--- config.mk ---
export PLATFORM = sky130hd
export DESIGN_NAME = keypad_scanner_flat
export DESIGN_NICKNAME = d
export VERILOG_FILES = /design/src/rtl/keypad_pkg.sv /design/src/rtl/keypad_scanner_if.sv /design/src/rtl/keypad_debounce.sv /design/src/rtl/keypad_scanner.sv /design/src/flat_wrapper.sv
export SDC_FILE = /design/constraint.sdc
export NUM_CORES = 1
export LEC_CHECK = 0
export ABC_AREA = 0
export CAP_MARGIN = 10
export CORE_MARGIN = 5
export CORE_UTILIZATION = 55
export CTS_CLUSTER_SIZE = 10
export DETAILED_ROUTE_END_ITERATION = 12
export PLACE_DENSITY = 0.76
export SLEW_MARGIN = 20
export SYNTH_ARGS = -nofsm -noshare
export SYNTH_HDL_FRONTEND = slang
export SYNTH_HIERARCHICAL = 1
export SYNTH_SLANG_ARGS = --single-unit
--- constraint.sdc ---
create_clock -name clk -period 4.57 [get_ports clk]
set_input_delay 0.914 -clock clk [delete_from_list [all_inputs] [get_ports clk]]
set_output_delay 0.914 -clock clk [all_outputs]
set_load 0.05 [all_outputs]
--- src/rtl/keypad_pkg.sv ---
// rtl/keypad_pkg.sv - shared types, keymap and helpers for the keypad scanner
package keypad_pkg;

  localparam int NUM_ROWS = 4;
  localparam int NUM_COLS = 4;

  typedef logic [3:0] key_code_t;

  // Indexed col*4+row; c0 is the leftmost keypad column.
  localparam key_code_t KEYMAP [NUM_ROWS*NUM_COLS] = '{
    4'h1, 4'h4, 4'h7, 4'h0,
    4'h2, 4'h5, 4'h8, 4'hF,
    4'h3, 4'h6, 4'h9, 4'hE,
    4'hA, 4'hB, 4'hC, 4'hD
  };

  function automatic logic [4:0] popcount16(input logic [15:0] v);
    logic [4:0] n;
    n = '0;
    for (int i = 0; i < 16; i++) begin
      n = n + {4'd0, v[i]};
    end
    return n;
  endfunction

endpackage

--- src/rtl/keypad_scanner_if.sv ---
// rtl/keypad_scanner_if.sv - keypad matrix lines and key event outputs
interface keypad_scanner_if;
  import keypad_pkg::*;

  logic [3:0] row;
  logic [3:0] col;
  key_code_t  key_code;
  logic       key_valid;
  logic       key_pressed;
  logic       multi_key;

  modport master (
    input  row,
    output col,
    output key_code,
    output key_valid,
    output key_pressed,
    output multi_key
  );

  modport slave (
    output row,
    input  col,
    input  key_code,
    input  key_valid,
    input  key_pressed,
    input  multi_key
  );
endinterface

--- src/rtl/keypad_debounce.sv ---
// rtl/keypad_debounce.sv - commits a full-scan key state after N identical scans
module keypad_debounce
  import keypad_pkg::*;
#(
  parameter int DEBOUNCE_SCANS = 4
) (
  input  logic        clk,
  input  logic        rst,
  input  logic [15:0] snapshot_i,
  input  logic        scan_done_i,
  output logic [15:0] committed_o
);

  localparam int              CW      = $clog2(DEBOUNCE_SCANS + 1);
  localparam logic [CW-1:0]   CNT_MAX = CW'(DEBOUNCE_SCANS);

  logic [15:0]   prev_q, prev_d;
  logic [CW-1:0] cnt_q, cnt_d;
  logic [15:0]   committed_q, committed_d;

  always_comb begin
    prev_d      = prev_q;
    cnt_d       = cnt_q;
    committed_d = committed_q;
    if (scan_done_i) begin
      if (snapshot_i != prev_q) begin
        prev_d = snapshot_i;
        cnt_d  = CW'(1);
      end else if (cnt_q != CNT_MAX) begin
        cnt_d = cnt_q + CW'(1);
      end
      if ((cnt_d == CNT_MAX) && (snapshot_i != committed_q)) begin
        committed_d = snapshot_i;
      end
    end
  end

  always_ff @(posedge clk or posedge rst) begin
    if (rst) begin
      prev_q      <= '0;
      cnt_q       <= '0;
      committed_q <= '0;
    end else begin
      prev_q      <= prev_d;
      cnt_q       <= cnt_d;
      committed_q <= committed_d;
    end
  end

  assign committed_o = committed_q;

endmodule

--- src/rtl/keypad_scanner.sv ---
// rtl/keypad_scanner.sv - 4x4 matrix keypad scanner with debounce and key events
module keypad_scanner
  import keypad_pkg::*;
#(
  parameter int SCAN_DIV       = 100000,
  parameter int DEBOUNCE_SCANS = 4
) (
  input  logic              clk,
  input  logic              rst,
  keypad_scanner_if.master  kp
);

  localparam int            TW         = $clog2(SCAN_DIV);
  localparam logic [TW-1:0] TIMER_LAST = TW'(SCAN_DIV - 1);

  logic [3:0]    row_meta_q, row_sync_q;
  logic [TW-1:0] timer_q, timer_d;
  logic [1:0]    col_idx_q, col_idx_d;
  logic [3:0]    col_q, col_d;
  logic [15:0]   snap_q, snap_d;
  logic          slot_end, scan_done;
  logic [15:0]   committed, commit_prev_q;
  logic [4:0]    pop;
  key_code_t     key_code_q, key_code_d;
  logic          key_valid_q, key_valid_d;
  logic          key_pressed_q, key_pressed_d;
  logic          multi_q, multi_d;

  always_ff @(posedge clk or posedge rst) begin
    if (rst) begin
      row_meta_q <= 4'hF;
      row_sync_q <= 4'hF;
    end else begin
      row_meta_q <= kp.row;
      row_sync_q <= row_meta_q;
    end
  end

  // Rows are sampled on the last cycle of each slot so the synchroniser has settled.
  always_comb begin
    slot_end  = (timer_q == TIMER_LAST);
    timer_d   = slot_end ? '0 : timer_q + TW'(1);
    col_idx_d = slot_end ? col_idx_q + 2'd1 : col_idx_q;
    col_d     = ~(4'b0001 << col_idx_d);
    snap_d    = snap_q;
    if (slot_end) begin
      snap_d[{col_idx_q, 2'b00} +: 4] = ~row_sync_q;
    end
    scan_done = slot_end && (col_idx_q == 2'd3);
  end

  keypad_debounce #(
    .DEBOUNCE_SCANS (DEBOUNCE_SCANS)
  ) u_debounce (
    .clk         (clk),
    .rst         (rst),
    .snapshot_i  (snap_d),
    .scan_done_i (scan_done),
    .committed_o (committed)
  );

  // An event fires only on the zero-keys to exactly-one-key transition.
  always_comb begin
    pop           = popcount16(committed);
    key_pressed_d = |committed;
    multi_d       = (pop >= 5'd2);
    key_valid_d   = (commit_prev_q == '0) && (pop == 5'd1);
    key_code_d    = key_code_q;
    if (key_valid_d) begin
      for (int i = 0; i < NUM_ROWS * NUM_COLS; i++) begin
        if (committed[i]) begin
          key_code_d = KEYMAP[i];
        end
      end
    end
  end

  always_ff @(posedge clk or posedge rst) begin
    if (rst) begin
      timer_q       <= '0;
      col_idx_q     <= '0;
      col_q         <= 4'b1110;
      snap_q        <= '0;
      commit_prev_q <= '0;
      key_code_q    <= '0;
      key_valid_q   <= 1'b0;
      key_pressed_q <= 1'b0;
      multi_q       <= 1'b0;
    end else begin
      timer_q       <= timer_d;
      col_idx_q     <= col_idx_d;
      col_q         <= col_d;
      snap_q        <= snap_d;
      commit_prev_q <= committed;
      key_code_q    <= key_code_d;
      key_valid_q   <= key_valid_d;
      key_pressed_q <= key_pressed_d;
      multi_q       <= multi_d;
    end
  end

  assign kp.col         = col_q;
  assign kp.key_code    = key_code_q;
  assign kp.key_valid   = key_valid_q;
  assign kp.key_pressed = key_pressed_q;
  assign kp.multi_key   = multi_q;

endmodule

--- src/flat_wrapper.sv ---
// flat-port wrapper written by rule: the top's interface ports become plain ports
module keypad_scanner_flat import keypad_pkg::*;
#(
  parameter int SCAN_DIV       = 100000,
  parameter int DEBOUNCE_SCANS = 4
)
  (clk, rst, kp_row, kp_col, kp_key_code, kp_key_valid, kp_key_pressed, kp_multi_key);
  keypad_scanner_if kp_i ();
  input  logic clk;
  input  logic rst;
  input wire logic [$bits(kp_i.row)-1:0] kp_row;
  output wire logic [$bits(kp_i.col)-1:0] kp_col;
  output wire logic [$bits(kp_i.key_code)-1:0] kp_key_code;
  output wire logic [$bits(kp_i.key_valid)-1:0] kp_key_valid;
  output wire logic [$bits(kp_i.key_pressed)-1:0] kp_key_pressed;
  output wire logic [$bits(kp_i.multi_key)-1:0] kp_multi_key;
  assign kp_i.row = kp_row;
  assign kp_col = kp_i.col;
  assign kp_key_code = kp_i.key_code;
  assign kp_key_valid = kp_i.key_valid;
  assign kp_key_pressed = kp_i.key_pressed;
  assign kp_multi_key = kp_i.multi_key;
  keypad_scanner #(.SCAN_DIV(SCAN_DIV), .DEBOUNCE_SCANS(DEBOUNCE_SCANS)) u_core (.clk(clk), .rst(rst), .kp(kp_i));
endmodule
==> results of run 1 <==
==> power by group through the flow <==
stage | clock (W) | sequential (W) | combinational [W]
2_1_floorplan | 0 | 0.000955 | 0.0000135
3_3_place_gp | 0 | 0.000956 | 0.0000249
3_5_place_dp | 0 | 0.000956 | 0.0000250
4_1_cts | 0.000554 | 0.000939 | 0.0000252
5_1_grt | 0.000592 | 0.000939 | 0.0000280
6_report | 0.000538 | 0.000938 | 0.0000234
==> worst max-delay path: cells and delay by family (launching register included) <==
family / cells / cell delay, ns
adder cells (fa/ha/maj): 6 / 2.64
flip-flops: 1 / 0.46
AND/OR/NAND/NOR: 3 / 0.40
multiplexers: 1 / 0.35
AO/OA/AOI/OAI: 1 / 0.30
buffers and inverters: 2 / 0.09
==> final cells by class <==
cell class              instances  area (sq um)
inverters                      32           121
well taps                     108           135
repair buffers                 48           413
clock inverters                 6          51.3
fillers                       660          3100
multi-input cells             271          2210
clock buffers                  10           128
flip-flops and latches        105          2640
==> registers in the layout, indices dropped and copies added (netlist names) <==
register,count
u_core/timer_q,17
u_core/commit_prev_q,16
u_core/snap_q,16
u_core/u_debounce/committed_o,16
u_core/u_debounce/prev_q,16
u_core/kp.col,4
u_core/kp.key_code,4
u_core/row_meta_q,4
u_core/row_sync_q,4
u_core/u_debounce/cnt_q,3
u_core/col_idx_q,2
u_core/kp.key_pressed,1
u_core/kp.key_valid,1
u_core/kp.multi_key,1
==> placed cells by master (no fill, tap or decap), types with 6 or more instances in the layout <==
| cell | instances |
|---|---|
| a21oi_1 | 7 |
| buf_4 | 31 |
| nand4_1 | 11 |
| xnor2_1 | 25 |
| nor2_1 | 22 |
| nand2_1 | 30 |
| nor4_1 | 12 |
| o31ai_1 | 19 |
| dfstp_2 | 11 |
| mux2_1 | 6 |
| xor2_1 | 21 |
| dfrtp_1 | 93 |
| ha_1 | 14 |
| fa_1 | 10 |
| nand3_1 | 6 |
| inv_1 | 30 |
| mux2_2 | 20 |
| mux2_4 | 10 |
| o21ai_0 | 7 |
| clkdlybuf4s50_1 | 16 |
| clkbuf_8 | 9 |
==> metrics by stage <==
step,total power [W],hold WS [ns],instances,util
2_1_floorplan,0.000968,0.345,413,-
3_3_place_gp,0.000981,0.345,561,0.625
3_5_place_dp,0.000981,0.347,561,0.625
4_1_cts,0.00152,0.363,577,0.645
5_1_grt,0.00156,0.368,580,0.648
6_report,0.00150,0.361,580,0.648
==> worst paths after layout <==
check                                            startpoint                          to  cells after the start
setup / recovery           u_core/u_debounce/committed_o[0]       u_core/kp.key_code[3]                     13
hold / removal                         u_core/row_meta_q[2]        u_core/row_sync_q[2]                      0
setup reg to reg           u_core/u_debounce/committed_o[0]       u_core/kp.key_code[3]                     13
hold reg to reg                        u_core/row_meta_q[2]        u_core/row_sync_q[2]                      0
max in group asynchronous                               rst     u_core/commit_prev_q[2]                      3
min in group asynchronous                               rst  u_core/u_debounce/cnt_q[1]                      3
==> cell families (layout without fill, tap and decap cells) <==
logic type	Yosys count	after routing	share of synthesized area
muxes	37	37	0.0905
adders and majority gates	24	24	0.0750
and+or+nand+nor	119	119	0.134
xor gates and xnor gates	46	46	0.0805
DFF	105	105	0.528
buffers and inverters	37	96	0.0315
AOI/OAI and AO/OA	45	45	0.0608
==> per-layer routing <==
metal / GRT usage / vias to the layer above
met3: 0.0385 / 22
met1: 0.241 / 1648
li1: - / 1549
met2: 0.304 / 57
met4: 0.0769 / 0
met5: 0 / -
==> timing repair <==
| item | CTS | global route |
|---|---|---|
| hold endpoints to repair | 0 | 0 |
| setup endpoints to repair | 0 | 4 |
| resized for setup | 0 | 1 |
| buffers inserted | 0 | 3 |
==> metrics.txt, run 1 <==
status=finished, final reports clean; ant diodes=0; Seq/Total Area, Yosys=0.528; Port Buf Inserts=16; total gr overflow=0; Peak Freq=0.229 GHz; synthesis-stage register bit count=105; highest routed layer=met4; Syn Inst Count=413; synthesized area=0.00500 sq mm; crit path kind=reg2reg; Syn Nets=443; max-cap violation count=0; clock network power share=0.359; fin area=0.00571 sq mm; PwrDens=263 mW/mm^2; Max IR drop VDD=0.000223 V; setup ws final=0.207 ns; Avg Inst Size Synth=12.1 sq um; DR vias/cell=5.65; die area=~0.011 sq mm; Detailed Route Iter0 Violations=93; overall die height=105 um; initial antenna violation count=0; critical path's largest stage delay=approximately 0.60 ns; DP HPWL=7.02 mm; Root Buffer=clkbuf_8; leakage=2.88 nW; Min Clock Period, post-route=4.36 ns; crit path capture type=flop; worst hold path type=reg2reg; Post-synth EDFFs=0; Slew Viols, Final=0; I/O pin total=17; CP startpoint kind=flop; met2 WL post-DR=approximately 4.8 mm; maximum root-to-sink buffer count=2; most frequent cells after synthesis=dfrtp_1, inv_1, nand2_1; Power Internal=0.00115 W; crit-path max FO=5; routed wl met3=285 um; global-route wire length before repair=16.5 mm; Sequential Power Share=0.626; worst path required time=4.84 ns; Cell Chain, Critical Path=fa_1, fa_1, fa_1, inv_1, fa_1, inv_1, ha_1, fa_1, and3b_1, o211ai_1, nor3_2, nand4_2, mux2_2; routability cong.=0.846; # hold bufs at CTS=0; initial core utilization=0.568; setup TNS=0 ns; Skew-Pair Late Insertion Delay=about 0.37 ns; H-tree level count=3; area leader, netlist=dfrtp_1; Vias=3276; Tightest Pin Transition=about 0.81 ns; DRT met1 WL=4.34 mm; Setup violations, final=0; DIE WIDTH=between 100 and 150 um; row cnt=34; area post-placement=around 0.0055 sq mm; clock slew at reported path FFs=0.10 ns; synth warn=6; CTS tree=yes; RSZ-0062 raised after global routing=false; Reg2Reg Setup Slack=0.21 ns; largest net degree at the start of global routing=49; Sw Ratio=0.235; Max Clock Skew=roughly 0.0085 ns; pre-CTS setup slack=approximately 0.07 ns; most frequent cell after synthesis=dfrtp_1; DRC Markers=0; Fin. Hold Viols=0; gr usage total=0.185; CTS buffer count=9; top_reg_cell synth=dfrtp_1; Nets=between 400 and 500; WL/cell=roughly 17 um; WL final=9.64 mm; DRT antenna net count=0; area grow syn2layout=14.0%; crit-path most repeated cell=fa_1; fraction of layout cells with a size suffix above 1=0.208; crit share post-route=0.955; Gate power share=0.016; vias in the first global route=about 3400; top-area cell type share of the netlist area=0.470; Netlist cell types=49; Slew headroom=0.459; CORE AREA=between 0.008 and 0.009 sq mm; P_sw=0.000353 W; DRT Pass-1 Iters=4; crit path max-delay cell type=fa_1; Async SR Flop Fraction=1.00; Area contributors post-synth=dfrtp_1, dfstp_2, mux2_2; clock sinks=between 100 and 150; CP arrival=4.63 ns
No activity file was read; power rests on OpenSTA's default activity.
==> run 2, diff against run 1 <==
--- a/config.mk
+++ b/config.mk
@@ -10,6 +10,7 @@
 export CORE_MARGIN = 5
-export CORE_UTILIZATION = 55
+export CORE_UTILIZATION = 57
 export CTS_CLUSTER_SIZE = 10
 export DETAILED_ROUTE_END_ITERATION = 12
-export PLACE_DENSITY = 0.76
+export DONT_BUFFER_PORTS = 1
+export PLACE_DENSITY = 0.75
 export SLEW_MARGIN = 20
--- a/constraint.sdc
+++ b/constraint.sdc
@@ -3,2 +3,2 @@
 set_output_delay 0.914 -clock clk [all_outputs]
-set_load 0.05 [all_outputs]
+set_load 0.02 [all_outputs]
==> metrics.txt, run 2 (synthesized netlist as in run 1, its figures left out) <==
H-tree level count=3 (unchanged); DRT met1 WL=4.26 mm (-2.0%); initial core utilization=0.580 (+0.0112); Fin. Hold Viols=0 (unchanged); Setup violations, final=0 (unchanged); ant diodes=0 (unchanged); reg2reg end=u_core/kp.key_code[2]; Vias=3228 (-1.5%); total gr overflow=0 (unchanged); crit path kind=reg2reg; Worst Hold Launch=u_core/row_meta_q[3]; Peak Freq=0.232 GHz (+1.1%); vias in the first global route=3451 (+2.3%); Root Buffer=clkbuf_8; post-CTS setup buffer count=0 (unchanged); commonest non-fill, non-tap cells in the layout=dfrtp_1, inv_1, nand2_1; CP startpoint kind=flop; Skew-Pair Late Insertion Delay=0.36 ns (about the same); overall die height=104 um (-1.6%); Min Clock Period, post-route=4.32 ns (-0.0475 ns); Max IR drop VDD=0.000170 V (-24%); PwrDens=270 mW/mm^2 (+2.9%); worst hold path type=reg2reg; CORE AREA=0.00864 sq mm (-1.9%); CP arrival=4.57 ns (-0.06 ns); r2r startpoint=u_core/u_debounce/committed_o[15]; crit-path max FO=7 (+2); crit share post-route=0.944 (-0.0104); fraction of layout cells with a size suffix above 1=0.210 (+0.00255); hold_ws=0.361 ns (-0.000266 ns); worst hold stages=0 (unchanged); initial antenna violation count=0 (unchanged); Final Util=0.637 (-0.0104); CP Buf/Inv Count=4 (+2); crit path from=u_core/u_debounce/committed_o[15]; routed wl met3=305 um (+7.0%); Cell Chain, Critical Path=fa_1, inv_1, fa_1, inv_1, fa_1, inv_1, fa_1, inv_1, ha_1, fa_1, and3b_1, o211ai_1, nor3_2, nand4_2, mux2_2; Pwr Total=0.00149 W (-0.75%); setup ws final=0.255 ns (+0.0475 ns); Tightest Pin Transition=0.835 ns (+0.0245 ns); Fill cells=663 (+0.45%); die area=0.0108 sq mm (-3.2%); max FFs per register=17 (unchanged); routability cong.=0.861 (+1.7%); max-cap violation count=0 (unchanged); endpoint of the worst hold path=u_core/row_sync_q[3]; Reg area=0.00264 sq mm (about the same); pre-CTS setup slack=0.128 ns (+0.0599 ns); row cnt=34 (unchanged); global-route wire length before repair=16.9 mm (+2.4%); most common cell after layout, fill and taps aside=dfrtp_1; I/O pin total=17 (unchanged); WL/cell=17.4 um (+4.6%); Slew Viols, Final=0 (unchanged); area of the multi-input gates=0.00222 sq mm (+0.23%); Detailed Route Iter0 Violations=166 (+78%); area grow syn2layout=10.0%; Largest Register=u_core/timer_q; leakage=2.80 nW (-2.6%); status=finished, final reports clean; CTS buffer count=9 (unchanged); Nets=477 (-4.0%); CTS tree=yes; maximum root-to-sink buffer count=2 (unchanged); critical path's largest stage delay=0.51 ns (-0.09 ns); DIE WIDTH=104 um (-1.6%); largest net degree at the start of global routing=49 (unchanged); crit path max-delay cell type=fa_1; RSZ-0062 raised after global routing=false; DP HPWL=7.04 mm (+0.29%); worst path required time=4.82 ns (-0.02 ns); DRT antenna net count=0 (unchanged); crit path capture type=flop; gr usage total=0.192 (+0.00646); DR vias/cell=5.76 (+2.1%); setup TNS=0 ns (unchanged); DRT Pass-1 Iters=4 (unchanged); crit-path most repeated cell=fa_1; Reg2Reg Setup Slack=0.25 ns (+0.05 ns); Max Clock Skew=0.0111 ns (+0.00261 ns); met2 WL post-DR=4.94 mm (+3.9%); Worst Reg-to-Reg Cells=15 (+2); Crit path max-delay family=adder cells; DRC Markers=0 (unchanged); clock sinks=105 (unchanged); WL final=9.74 mm (+1.0%); Slew headroom=0.443 (-0.0163); Port Buf Inserts=0 (-16); highest routed layer=met4; clock slew at reported path FFs=0.11 ns (about the same)
run 2: changes by cell type in the layout (fill, tap and decap cells not counted):
cell,before,now
clkdlybuf4s50_1,16,0
buf_4,31,28
clkinv_2,1,3
buf_12,1,0
clkbuf_1,1,0
clkinvlp_4,1,0
dfrtp_1,93,94
dfrtp_2,1,0
o31ai_1,19,18
o31ai_2,0,1
run 2: what timing repair did:
action,CTS,global route
gates resized for setup,0,1
endpoints found under the setup margin,0,5
hold buffers,0,0
run 2: worst max path at each step:
stage,to,depth (start not counted)
6_report,u_core/kp.key_code[2],15
5_1_grt,u_core/kp.key_code[2],15
4_1_cts,u_core/kp.key_code[2],15
3_5_place_dp,u_core/kp.key_code[2],15
3_3_place_gp,u_core/kp.key_code[0],15
2_1_floorplan,u_core/kp.key_code[0],15
run 2: per-stage QoR:
step	cells	instance area, sq um
after global placement	544	5320
final	560	5510
after CTS	560	5500
after detailed placement	544	5320
after floorplan	413	5000
after global routing	560	5510
run 2: worst register-to-register path, cell delays in order, from the launching register on:
cell,delay [ns]
dfrtp_1,0.48
fa_1,0.51
inv_1,0.05
fa_1,0.48
inv_1,0.05
fa_1,0.47
inv_1,0.05
fa_1,0.47
inv_1,0.04
ha_1,0.19
fa_1,0.40
and3b_1,0.18
o211ai_1,0.28
nor3_2,0.08
nand4_2,0.13
mux2_2,0.36
run 2: layout make-up:
cell class                 count  share of cell area
sequential                   105               0.480
multi-input combinational    271               0.403
timing repair buffer          28              0.0382
tap                          108              0.0245
clock buffer                   9              0.0225
inverter                      32              0.0220
clock inverter                 7             0.00977
run 2: power by group:
group | internal, W | switching [W]
Sequential | 0.000935 | 0.00000362
Combinational | 0.00000127 | 0.0000177
Clock | 0.000205 | 0.000326
Total | 0.00114 | 0.000347
run 2: per-layer routing:
layer | GRT usage | vias up
met1 | 0.254 | 1628
met5 | 0 | -
met3 | 0.0373 | 18
li1 | - | 1513
met4 | 0.0712 | 0
met2 | 0.314 | 69
==> run 3, diff against run 2 <==
- CAP_MARGIN: 10 -> not set
- REMOVE_ABC_BUFFERS: not set -> 1
==> metrics.txt, run 3 (synthesized netlist as in run 1, its figures left out) <==
Vias=3205 (-0.71%); setup ws final=0.214 ns (-0.0411 ns); Peak Freq=0.230 GHz (-0.94%); ant diodes=0 (unchanged); crit path max-delay cell type=fa_1; total gr overflow=0 (unchanged); CORE AREA=0.00864 sq mm (unchanged); max-cap violation count=0 (unchanged); crit path capture type=flop; H-tree level count=3 (unchanged); status=finished, final reports clean; area post-placement=0.00533 sq mm (+0.14%); leakage=2.81 nW (+0.33%); r2r startpoint=u_core/u_debounce/committed_o[0]; commonest non-fill, non-tap cells in the layout=dfrtp_1, buf_4, inv_1, nand2_1, xnor2_1; worst path required time=4.82 ns (about the same); clock slew at reported path FFs=0.10 ns (about the same); routability cong.=0.870 (+1.1%); die area=0.0108 sq mm (unchanged); critical path's largest stage delay=0.61 ns (+0.10 ns); largest net degree at the start of global routing=38 (-22%); endpoint of the worst hold path=u_core/row_sync_q[3]; CP Buf/Inv Count=2 (-2); routing usage on met1=0.220 (-0.0345); DRT antenna net count=0 (unchanged); row cnt=34 (unchanged); area grow syn2layout=10.5%; reg2reg end=u_core/kp.key_code[0]; crit-path max FO=5 (-2); crit path from=u_core/u_debounce/committed_o[0]; Slew Viols, Final=0 (unchanged); pre-CTS setup slack=0.147 ns (+0.0193 ns); Fill cells=647 (-2.4%); Reg2Reg Setup Slack=0.21 ns (-0.04 ns); crit path kind=reg2reg; Fin. Hold Viols=0 (unchanged); most common cell after layout, fill and taps aside=dfrtp_1; I/O pin total=17 (unchanged); CTS tree=yes; Max IR drop VDD=0.000252 V (+48%); gr usage total=0.187 (-0.00518); DR vias/cell=5.68 (-1.4%); Skew-Pair Late Insertion Delay=0.36 ns (about the same); RSZ-0062 raised after global routing=false; crit share post-route=0.953 (+0.00899); WL/cell=16.9 um (-2.6%); DP HPWL=6.95 mm (-1.2%); Worst Hold Launch=u_core/row_meta_q[3]; global-route wire length before repair=16.2 mm (-4.5%); worst hold path type=reg2reg; Cell Chain, Critical Path=fa_1, fa_1, fa_1, inv_1, fa_1, inv_1, ha_1, fa_1, nor3_1, o211ai_1, nor3_2, nand4_2, mux2_2; maximum root-to-sink buffer count=2 (unchanged); Detailed Route Iter0 Violations=143 (-14%); # hold bufs at CTS=0 (unchanged); CP startpoint kind=flop; worst hold stages=0 (unchanged); fraction of layout cells with a size suffix above 1=0.217 (+0.00693); Max Clock Skew=0.00560 ns (-0.00554 ns); initial antenna violation count=0 (unchanged); Root Buffer=clkbuf_8; global routing's busiest layer=met2; initial core utilization=0.580 (unchanged); vias in the first global route=3370 (-2.3%); PwrDens=268 mW/mm^2 (-1.0%); Tightest Pin Transition=0.680 ns (-0.154 ns); max FFs per register=17 (unchanged); Nets=481 (+0.84%); overall die height=104 um (unchanged); crit-path most repeated cell=fa_1; DIE WIDTH=104 um (unchanged); GR Layer Usage met2=0.329 (+0.0150); WL final=9.55 mm (-1.9%); Worst Reg-to-Reg Cells=13 (-2); CP arrival=4.61 ns (+0.04 ns); Slew headroom=0.546 (+0.103); Crit path max-delay family=adder cells; Largest Register=u_core/timer_q; Port Buf Inserts=0 (unchanged); clock sinks=105 (unchanged); Setup violations, final=0 (unchanged); CTS buffer count=9 (unchanged); fin area=0.00553 sq mm (+0.48%); DRT Pass-1 Iters=4 (unchanged); met3 usage=0.0479 (+0.0106); DRC Markers=0 (unchanged); Min Clock Period, post-route=4.36 ns (+0.0411 ns)
==> run 3: worst max path at each step <==
| stage | cells past startpoint | endpoint | slack, ns |
|---|---|---|---|
| 3_5_place_dp | 15 | u_core/kp.key_code[0] | 0.15 |
| 3_3_place_gp | 15 | u_core/kp.key_code[3] | 0.24 |
| 6_report | 13 | u_core/kp.key_code[0] | 0.21 |
| 5_1_grt | 15 | u_core/kp.key_code[0] | 0.007 |
| 4_1_cts | 15 | u_core/kp.key_code[0] | 0.12 |
| 2_1_floorplan | 9 | u_core/u_debounce/committed_o[10] | -0.51 |
==> run 3: metal layers <==
| metal | vias up | share of wire | wire length, um |
|---|---|---|---|
| li1 | 1524 | - | - |
| met3 | 21 | 0.035 | 330 |
| met4 | 0 | 0.023 | 221 |
| met1 | 1603 | 0.42 | 4020 |
| met5 | - | 0 | 0 |
| met2 | 57 | 0.52 | 4970 |
==> run 3: power breakdown <==
group | leakage [nW] | total, W | switching, W | internal, W
combinational | 1.31 | 0.0000193 | 0.0000180 | 0.00000129
sequential | 1.41 | 0.000939 | 0.00000371 | 0.000935
clock | 0.0862 | 0.000522 | 0.000319 | 0.000203
==> run 3: metrics by stage <==
step	TNS, ns	utilization	hold slack, ns	cells	total power, W
floorplan	-8.11	-	0.345	408	0.000968
finish	0	0.641	0.362	564	0.00148
CTS	0	0.638	0.363	561	0.00150
global placement	0	0.617	0.348	545	0.000977
global route	0	0.641	0.366	564	0.00155
detailed placement	0	0.617	0.348	545	0.000977
==> run 3: what timing repair did <==
action                     CTS  global route
gates resized for setup      0             1
setup endpoints to repair    0             3
setup buffers                0             3
==> run 3: final cells by class <==
cell class                 count  area, sq um  area share
inverter                      32          120      0.0217
clock buffer                   9          124      0.0224
tap                          108          135      0.0244
sequential                   105         2640       0.478
multi-input combinational    271         2210       0.400
timing repair buffer          32          240      0.0434
clock inverter                 7         55.1     0.00995
